===== config.mk =====
export PLATFORM = sky130hd
export DESIGN_NAME = fetch_ctrl
export DESIGN_NICKNAME = d
export VERILOG_FILES = /design/src/rtl/fetch_ctrl.sv
export SDC_FILE = /design/constraint.sdc
export NUM_CORES = 1
export LEC_CHECK = 0
export BUFFER_PORTS_ARGS = -buffer_cell sky130_fd_sc_hd__buf_2
export CAP_MARGIN = 20
export CORE_ASPECT_RATIO = 0.75
export CORE_MARGIN = 4
export CORE_UTILIZATION = 61
export CTS_CLUSTER_SIZE = 24
export DETAILED_ROUTE_END_ITERATION = 8
export HOLD_SLACK_MARGIN = 0.06
export MAX_ROUTING_LAYER = met4
export PLACE_DENSITY = 0.84
export SETUP_SLACK_MARGIN = 0.1
export SLEW_MARGIN = 20
export SYNTH_ARGS = -nofsm -noshare
export SYNTH_HDL_FRONTEND = slang
export SYNTH_SLANG_ARGS = --single-unit
export TNS_END_PERCENT = 10

===== constraint.sdc =====
create_clock -name clk -period 9.46 [get_ports clk]
set_clock_uncertainty 0.05 [all_clocks]
set_input_delay 0.946 -clock clk [delete_from_list [all_inputs] [get_ports clk]]
set_output_delay 0.946 -clock clk [all_outputs]
set_load 0.02 [all_outputs]

===== src/rtl/fetch_ctrl.sv =====
`default_nettype none
// ============================================================================
// Module   : fetch_ctrl
// Brief    : Fetch sequencer. Issues 8-byte fetch packets to the ICache under
//            buffer credits, pairs in-order responses with their PC and drops
//            stale responses after a redirect.
//            Optional: FETCH_PERF_EN adds stall/drop performance counters.
// Revision : 1.0 - initial release
// ============================================================================
module fetch_ctrl #(
    parameter int                       CPU_ADDR_BITS = 32,
    parameter logic [CPU_ADDR_BITS-1:0] RESET_PC      = '0,
    parameter int                       BUF_DEPTH     = 8,
    parameter int                       MAX_INFLIGHT  = 4
) (
    input  logic                     clk,
    input  logic                     rst,
    input  logic                     redirect_val,
    input  logic [CPU_ADDR_BITS-1:0] redirect_pc,
    output logic                     icache_req_val,
    output logic [CPU_ADDR_BITS-1:0] icache_req_addr,
    input  logic                     icache_req_rdy,
    input  logic                     icache_resp_val,
    output logic                     ibuf_wr_val,
    output logic [CPU_ADDR_BITS-1:0] ibuf_pc,
    input  logic                     ibuf_deq,
`ifdef FETCH_PERF_EN
    output logic [31:0]              perf_stall_cycles,
    output logic [31:0]              perf_dropped,
`endif
    output logic                     ibuf_flush
);

    localparam int c_OCC_W = $clog2(BUF_DEPTH) + 1;
    localparam int c_CNT_W = $clog2(MAX_INFLIGHT + 1);
    localparam int c_PTR_W = (MAX_INFLIGHT > 1) ? $clog2(MAX_INFLIGHT) : 1;
    localparam int c_SUM_W = ((c_OCC_W > c_CNT_W) ? c_OCC_W : c_CNT_W) + 1;

    localparam logic [1:0] c_BOOT  = 2'd0;
    localparam logic [1:0] c_FETCH = 2'd1;
    localparam logic [1:0] c_DRAIN = 2'd2;

    logic [1:0]               r_state;
    logic [1:0]               w_state_nxt;
    logic [CPU_ADDR_BITS-1:0] r_fetch_pc;
    logic [c_OCC_W-1:0]       r_occ;
    logic [c_CNT_W-1:0]       r_inflight;
    logic [c_CNT_W-1:0]       r_drop_cnt;
    logic [c_PTR_W-1:0]       r_wptr;
    logic [c_PTR_W-1:0]       r_rptr;
    logic [CPU_ADDR_BITS-1:0] r_fifo [MAX_INFLIGHT];

    logic [c_CNT_W-1:0]       w_live;
    logic [c_SUM_W-1:0]       w_sum;
    logic                     w_credit_ok;
    logic                     w_slot_ok;
    logic                     w_req_val;
    logic                     w_wr_val;
    logic                     w_fire;
    logic [c_CNT_W-1:0]       w_redirect_drop;
    logic [CPU_ADDR_BITS-1:0] w_redirect_pc;
    logic                     w_unused;

    // Stale requests still occupy an ICache slot but will never consume a
    // buffer entry, so only live requests are charged against buffer credits.
    assign w_live          = r_inflight - r_drop_cnt;
    assign w_sum           = c_SUM_W'(r_occ) + c_SUM_W'(w_live);
    assign w_credit_ok     = w_sum < c_SUM_W'(BUF_DEPTH - 1);
    assign w_slot_ok       = r_inflight < c_CNT_W'(MAX_INFLIGHT);
    assign w_fire          = w_req_val && icache_req_rdy;
    assign w_redirect_drop = r_inflight - c_CNT_W'(icache_resp_val);
    assign w_redirect_pc   = {redirect_pc[CPU_ADDR_BITS-1:3], 3'b000};
    assign w_unused        = ^redirect_pc[2:0];

    assign icache_req_val  = w_req_val;
    assign icache_req_addr = r_fetch_pc;
    assign ibuf_wr_val     = w_wr_val;
    assign ibuf_pc         = r_fifo[r_rptr];
    assign ibuf_flush      = redirect_val;

    always_ff @(posedge clk) begin
        if (rst) begin
            r_state <= c_BOOT;
        end else begin
            r_state <= w_state_nxt;
        end
    end

    always_comb begin
        w_state_nxt = r_state;
        w_req_val   = 1'b0;
        w_wr_val    = 1'b0;
        case (r_state)
            c_BOOT: begin
                w_state_nxt = c_FETCH;
            end
            c_FETCH, c_DRAIN: begin
                w_req_val = !redirect_val && w_slot_ok && w_credit_ok;
                if ((r_state == c_DRAIN) && icache_resp_val &&
                    (r_drop_cnt == c_CNT_W'(1))) begin
                    w_state_nxt = c_FETCH;
                end
            end
            default: begin
                w_state_nxt = c_BOOT;
            end
        endcase
        w_wr_val = icache_resp_val && !redirect_val && (r_drop_cnt == '0);
        if (redirect_val) begin
            w_state_nxt = (w_redirect_drop != '0) ? c_DRAIN : c_FETCH;
        end
    end

    always_ff @(posedge clk) begin
        if (rst) begin
            r_fetch_pc <= RESET_PC;
            r_occ      <= '0;
            r_inflight <= '0;
            r_drop_cnt <= '0;
            r_wptr     <= '0;
            r_rptr     <= '0;
        end else begin
            if (redirect_val) begin
                r_fetch_pc <= w_redirect_pc;
                r_occ      <= '0;
                r_drop_cnt <= w_redirect_drop;
            end else begin
                if (w_fire) begin
                    r_fetch_pc <= r_fetch_pc + CPU_ADDR_BITS'(8);
                end
                if (w_wr_val && !ibuf_deq) begin
                    r_occ <= r_occ + c_OCC_W'(1);
                end else if (!w_wr_val && ibuf_deq) begin
                    r_occ <= r_occ - c_OCC_W'(1);
                end
                if (icache_resp_val && (r_drop_cnt != '0)) begin
                    r_drop_cnt <= r_drop_cnt - c_CNT_W'(1);
                end
            end

            case ({w_fire, icache_resp_val})
                2'b10:   r_inflight <= r_inflight + c_CNT_W'(1);
                2'b01:   r_inflight <= r_inflight - c_CNT_W'(1);
                default: r_inflight <= r_inflight;
            endcase

            if (w_fire) begin
                r_wptr <= (r_wptr == c_PTR_W'(MAX_INFLIGHT - 1)) ? '0 : r_wptr + c_PTR_W'(1);
            end
            // Every response pops, including dropped ones, so stale PCs drain out.
            if (icache_resp_val) begin
                r_rptr <= (r_rptr == c_PTR_W'(MAX_INFLIGHT - 1)) ? '0 : r_rptr + c_PTR_W'(1);
            end
        end
    end

    always_ff @(posedge clk) begin
        if (w_fire) begin
            r_fifo[r_wptr] <= r_fetch_pc;
        end
    end

`ifdef FETCH_PERF_EN
    logic [31:0] r_perf_stall;
    logic [31:0] r_perf_drop;
    logic        w_stall;
    logic        w_dropped;

    assign w_stall   = ((r_state == c_FETCH) || (r_state == c_DRAIN)) &&
                       !w_req_val && !redirect_val;
    assign w_dropped = icache_resp_val && !w_wr_val;

    always_ff @(posedge clk) begin
        if (rst) begin
            r_perf_stall <= '0;
            r_perf_drop  <= '0;
        end else begin
            if (w_stall && (r_perf_stall != '1)) begin
                r_perf_stall <= r_perf_stall + 32'd1;
            end
            if (w_dropped && (r_perf_drop != '1)) begin
                r_perf_drop <= r_perf_drop + 32'd1;
            end
        end
    end

    assign perf_stall_cycles = r_perf_stall;
    assign perf_dropped      = r_perf_drop;
`else
    // No performance counters in this build.
`endif

    a_resp_without_request: assert property (@(posedge clk) disable iff (rst)
        !(icache_resp_val && (r_inflight == '0)));
    a_buffer_overflow: assert property (@(posedge clk) disable iff (rst)
        !(w_wr_val && (r_occ == c_OCC_W'(BUF_DEPTH - 1))));
    a_deq_when_empty: assert property (@(posedge clk) disable iff (rst)
        !(ibuf_deq && (r_occ == '0)));

endmodule
`default_nettype wire


==> impl_metrics.json, run 1 <==
{
  "outcome": "complete, no violations",
  "place_inst": 752,
  "slew-limit-headroom": 0.360,
  "crit_arrival_ns": 4.15,
  "layout-drive-gt1-share": 0.272,
  "drt_iter0_markers": 616,
  "worstRegToRegCells": 13,
  "setup_viol": 0,
  "synth-xor-area-share": 0.0134,
  "drc": 0,
  "cp.depth": 13,
  "fmax_mhz": 244,
  "root_buffer": "clkbuf_16",
  "gp_congestion": 0.823,
  "die_h_um": 102,
  "rsz0062_at_grt": "false",
  "htree_levels": 4,
  "startpoint": "r_inflight[0]",
  "yosys-mux-area-fraction": 0.110,
  "synth-edff-count": 116,
  "cp_cell_sequence": "inv_1 -> ha_1 -> inv_1 -> fa_1 -> xor2_1 -> xnor2_1 -> ha_1 -> xor2_1 -> o211a_1 -> a21boi_2 -> buf_4 -> and2_1 -> buf_4",
  "hpwl_mm": 10.5,
  "n_antenna_cell": 0,
  "required_ns": 9.51,
  "fill_cells": 755,
  "core-area_um2": 11600,
  "track_usage": 0.260,
  "antenna_found_initial": 0,
  "area_growth_pct": 16.6,
  "ys_top_cells_by_area": "edfxtp_1 48%, dfxtp_1 13%, mux4_2 9.1%, ha_1 3.7%, nand2_1 1.9%",
  "std_cell_rows": 34,
  "grt_pass1_wl_mm": 26.0,
  "grt_pass1_vias": 4813,
  "synth_compound_area_frac": 0.0852,
  "synth_ff_type": "edfxtp_1",
  "ys_seq_area_frac": 0.615,
  "tightestPinTransition_ns": 0.956,
  "regArea_um2": 4430,
  "powerDensity_nw_per_um2": 216,
  "p_leak_nw": 3.05,
  "setup-tns-final_ns": 0,
  "maxCapViolations": 0,
  "syn_area_um2": 7190,
  "initial_core_util": 0.622,
  "yosysMostFrequentCell": "edfxtp_1",
  "pin_count": 105,
  "cp-start-kind": "flop",
  "cts_hold_buf": 0,
  "clock_path_buffers": 2,
  "postCtsSetupRepairBufs": 0,
  "die_w_um": 133,
  "async_flop_share": 0,
  "die-area_um2": 13600,
  "ys_warn_count": 0,
  "ant_nets": 0,
  "end_kind": "flop",
  "num_vias": 4872,
  "holdCritPathClass": "flop to flop",
  "yosysTopAreaCell": "edfxtp_1",
  "synth_seq_cells": 163,
  "clk_latency_ns": 0.42,
  "path_max_fanout": 26,
  "max-vdd-ir-drop_mv": 0.130,
  "ctsResizeCount": 0,
  "critPathBufInv": 4,
  "r2r_start": "r_inflight[0]",
  "whs_ns": 0.465,
  "max_stage_delay_ns": 0.70,
  "drt_wl_total_mm": 16.5,
  "cts_num_sinks": 163,
  "grt_max_degree": 49,
  "finalCriticalPeriod_ns": 4.10,
  "hold_depth": 2,
  "synthAdderAreaFrac": 0.0477,
  "critPathTopFamily": "buffers and inverters",
  "tritoncts": "yes",
  "slowest_stage": "and2_1",
  "period_share": 0.433,
  "port_buffers": 95,
  "multi_input_area_um2": 2520,
  "wl_per_cell_um": 21.1,
  "clkTransAtPathRegs_ns": 0.06,
  "finalHoldViolations": 0,
  "synth_commonest_cells": "116 x edfxtp_1, 47 x dfxtp_1, 37 x nand2_1",
  "vias_per_cell": 6.21,
  "worstSetupPathType": "flop to flop",
  "first_pass_iters": 5,
  "synth_top_cell_area_share": 0.484,
  "instances_no_fill": 784,
  "yosysUniqueCellTypes": 57,
  "cts_buffers": 17,
  "syn_avg_cell_area_um2": 13.9,
  "num-nets-final": 672,
  "synth_top_family_by_area": "multiplexers",
  "slew_viol_final": 0,
  "grt_overflow": 0,
  "syn_inst": 517,
  "hp-start": "r_wptr[0]",
  "synth-simple-area-share": 0.0901
}
final timing paths:
check / endpoint / slack [ns]
worst min register to register: r_wptr[0] / 0.47
worst max register to register: r_fifo[1][13] / 5.36
worst max-delay path: r_fifo[1][13] / 5.36
worst min-delay path: r_wptr[0] / 0.47
where the power goes:
part	internal, mW	total [mW]	switching [mW]
Combinational	0.109	0.265	0.157
Sequential	0.799	0.839	0.0394
Clock	0.405	0.704	0.299
Total	1.31	1.81	0.495
layout by cell type (no fill, tap or decap), types with 15 or more instances in the layout:
cell type    n
buf_2       95
clkbuf_16   17
dfxtp_1     46
edfxtp_1   116
ha_1        21
inv_1       27
mux4_2      29
nand2_1     37
nand3_1     15
nor2_1      21
logic make-up after synthesis:
logic type / after synthesis
adders and majority gates: 25
xor gates and xnor gates: 11
buffers and inverters: 62
and+or+nand+nor: 126
muxes: 43
other: 1
AOI/OAI and AO/OA: 86
DFF: 163
flip-flops by register name (all words and copies together), names as in the netlist, named ones only:
register         cells
icache_req_addr     29
r_drop_cnt           3
r_fifo             116
r_inflight           3
r_occ                4
r_rptr               2
r_state              2
r_wptr               2
final cells by class:
| type | instances | area share |
|---|---|---|
| sequential | 163 | 0.528 |
| multi-input combinational | 297 | 0.301 |
| timing repair buffer | 102 | 0.0629 |
| clock buffer | 18 | 0.0523 |
| tap | 162 | 0.0242 |
| clock inverter | 14 | 0.0197 |
| inverter | 28 | 0.0125 |
stage by stage:
stage / power (mW) / setup WS (ns) / instance area, µm² / util
after floorplan: 1.04 / 5.67 / 7210 / -
after global placement: 1.10 / 5.49 / 7780 / 0.673
after detailed placement: 1.12 / 5.37 / 7780 / 0.673
after CTS: 1.81 / 5.37 / 8390 / 0.725
after global routing: 1.88 / 5.14 / 8390 / 0.725
final: 1.81 / 5.36 / 8390 / 0.725
routing by layer:
metal	share of wire	GRT usage	wire, µm
met1	0.41	0.334	6700
met2	0.49	0.418	8130
met5	0	-	0
met4	0.022	0.0854	360
met3	0.081	0.0605	1340
worst register-to-register path, stage by stage (launching register included):
cell and delay [ns]:
dfxtp_1 0.32, inv_1 0.13, ha_1 0.16, inv_1 0.05, fa_1 0.38, xor2_1 0.16
xnor2_1 0.13, ha_1 0.37, xor2_1 0.21, o211a_1 0.17, a21boi_2 0.18, buf_4 0.35
and2_1 0.71, buf_4 0.40
Power figures use the tool's default switching activity.
==> run 2, diff against run 1 <==
Settings changed: CORE_UTILIZATION 61 to 51, PLACE_DENSITY 0.84 to 0.75.
Clock period 9.46 ns to 3.65 ns, I/O delays scaled along.
==> run 2 against run 1 <==
  * Non-clock buffer count is 10 higher
  * Sequential share of layout area is 0.77 points lower
  * Hold slack worse by 0.30 ns
  * Count of clock-buffer cells in the layout is 1 lower
  * Die area is 18% higher
  * Clock power is 130% higher
  * Critical path depth is 4 higher
  * Largest cell class unchanged
  * Combinational power grew to 2.9 times the previous value
  * Total power grew to 2.5 times the previous value
  * Via count is 3.1% lower
  * Final area is 1.5% higher
  * Sequential power grew to 2.6 times the previous value
  * Highest routed layer unchanged
==> impl_metrics.json, run 2 (synthesized netlist as in run 1, its figures left out) <==
{
  "outcome": "complete, no violations",
  "end_kind": "flop",
  "use_met3": 0.0515,
  "hp-start": "redirect_pc[9]",
  "met1_usage": 0.293,
  "std_cell_rows": 37,
  "cts_hold_buf": 0,
  "setup_viol": 0,
  "first_pass_iters": 4,
  "rsz0062_at_grt": "true",
  "clk_latency_ns": 0.43,
  "cpMostUsedCell": "xor2_1",
  "fmax_mhz": 290,
  "instances_no_fill": 807,
  "cp_cell_sequence": "inv_2 -> ha_1 -> inv_1 -> fa_2 -> xor2_1 -> xnor2_1 -> ha_1 -> xor2_1 -> o211a_1 -> a21boi_4 -> inv_4 -> ha_4 -> inv_1 -> fa_2 -> xor2_1 -> or3_1 -> a21oi_2",
  "drc": 0,
  "clkTransAtPathRegs_ns": 0.06,
  "slew-limit-headroom": 0.351,
  "grt_max_degree": 48,
  "period_share": 0.945,
  "max-vdd-ir-drop_mv": 0.372,
  "met2_usage": 0.324,
  "r2r_setup_slack_ns": 0.20,
  "largest_register_ffs": 116,
  "wl_per_cell_um": 20.1,
  "powerDensity_nw_per_um2": 534,
  "die_w_um": 145,
  "hold_depth": 3,
  "crit_arrival_ns": 3.75,
  "cts_num_sinks": 163,
  "htree_levels": 4,
  "whs_ns": 0.163,
  "p_leak_nw": 3.09,
  "cp-start-kind": "flop",
  "antenna_found_initial": 0,
  "slowest_stage": "or3_1",
  "worstSetupPathType": "flop to flop",
  "hpwl_mm": 10.7,
  "cts_buffers": 17,
  "required_ns": 3.95,
  "tightestPinTransition_ns": 0.969,
  "total_power_mw": 4.55,
  "holdCritPathClass": "input pin to flop",
  "final_cell_mix": "116 x edfxtp_1, 95 x buf_2, 44 x dfxtp_1, 37 x nand2_1, 29 x mux4_2",
  "worstReg2RegEnd": "r_inflight[2]",
  "track_usage": 0.215,
  "ant_nets": 0,
  "r2r_start": "r_inflight[0]",
  "fill_cells": 1041,
  "pin_count": 105,
  "layout_commonest_cell": "edfxtp_1",
  "regMostFlops": "r_fifo",
  "grt_pass1_vias": 4826,
  "die_h_um": 111,
  "tritoncts": "yes",
  "critPathBufInv": 4,
  "maxCapViolations": 0,
  "layout-drive-gt1-share": 0.302,
  "place_inst": 771,
  "path_max_fanout": 2,
  "multi_input_area_um2": 2560,
  "clock_path_buffers": 2,
  "holdPathEnd": "icache_req_addr[9]",
  "gp_congestion": 0.841,
  "max_stage_delay_ns": 0.36,
  "drt_wl_total_mm": 16.3,
  "initial_core_util": 0.523,
  "drt_iter0_markers": 432,
  "root_buffer": "clkbuf_16",
  "worstRegToRegCells": 17,
  "port_buffers": 95,
  "area_growth_pct": 18.4,
  "vias_per_cell": 5.85,
  "core-area_um2": 13700,
  "n_antenna_cell": 0,
  "grt_overflow": 0,
  "num_vias": 4723,
  "die-area_um2": 16100,
  "finalCriticalPeriod_ns": 3.45,
  "slew_viol_final": 0,
  "num-nets-final": 682,
  "regArea_um2": 4430,
  "finalHoldViolations": 0,
  "busiest_layer": "met2",
  "grt_pass1_wl_mm": 26.4,
  "critPathTopFamily": "adder cells"
}
## run 2: cell count changes in the layout (fill, tap and decap cells not counted), moves of 2 or more
cell,change
bufinv_16,-2
fa_2,+3
clkinv_2,+6
buf_4,+5
dfxtp_2,+3
inv_8,-3
buf_12,+5
fa_1,-3
inv_1,-2
dfxtp_1,-2
## run 2: routing by layer
layer  wire [µm]  vias to the layer above
met2        7750                      161
li1            -                     2194
met1        7230                     2340
met4         282                        0
met5           0                        -
met3        1000                       28
## run 2: what timing repair did
item	CTS	global route
hold endpoints to repair	0	0
gates resized for setup	9	2
buffers inserted	3	1
pin swaps	2	8
setup endpoints to repair	1	81
## run 2: power breakdown
part	leakage (nW)	internal [mW]	switching [mW]
logic	1.37	0.336	0.431
registers	1.46	2.07	0.0945
clock network	0.264	0.873	0.738
total	3.09	3.28	1.26
## run 2: how the worst max path moves through the flow
stage                     slack (ns)  cells past startpoint             to     startpoint
after floorplan                -0.03                     19  r_inflight[2]  r_inflight[0]
after global placement          0.13                     17  r_inflight[2]  r_inflight[0]
after detailed placement      -0.007                     17  r_inflight[2]  r_inflight[0]
after CTS                       0.10                     16  r_inflight[2]  r_inflight[0]
after global routing            0.06                     17  r_inflight[2]  r_inflight[0]
final                           0.20                     17  r_inflight[2]  r_inflight[0]
## run 2: layout make-up
type                            count  area share
Clock buffer                       17      0.0500
Inverter                           28      0.0126
Multi-Input combinational cell    297       0.301
Sequential cell                   163       0.520
Tap cell                          175      0.0257
Clock inverter                     15      0.0125
Timing Repair Buffer              112      0.0782
## run 2: stage by stage
| stage | TNS [ns] | setup WS [ns] | area [µm²] | utilization |
|---|---|---|---|---|
| global route | 0 | 0.0593 | 8510 | 0.619 |
| global placement | 0 | 0.129 | 7910 | 0.575 |
| finish | 0 | 0.202 | 8510 | 0.619 |
| CTS | 0 | 0.102 | 8490 | 0.617 |
| detailed placement | -0.00734 | -0.00734 | 7910 | 0.575 |
| floorplan | -2.61 | -0.0298 | 7220 | - |
## run 2: worst register-to-register path: stages (launching register included)
cell	delay, ns
dfxtp_2	0.33
inv_2	0.06
ha_1	0.14
inv_1	0.05
fa_2	0.33
xor2_1	0.16
xnor2_1	0.14
ha_1	0.34
xor2_1	0.17
o211a_1	0.25
a21boi_4	0.15
inv_4	0.08
ha_4	0.13
inv_1	0.05
fa_2	0.33
xor2_1	0.15
or3_1	0.36
a21oi_2	0.13
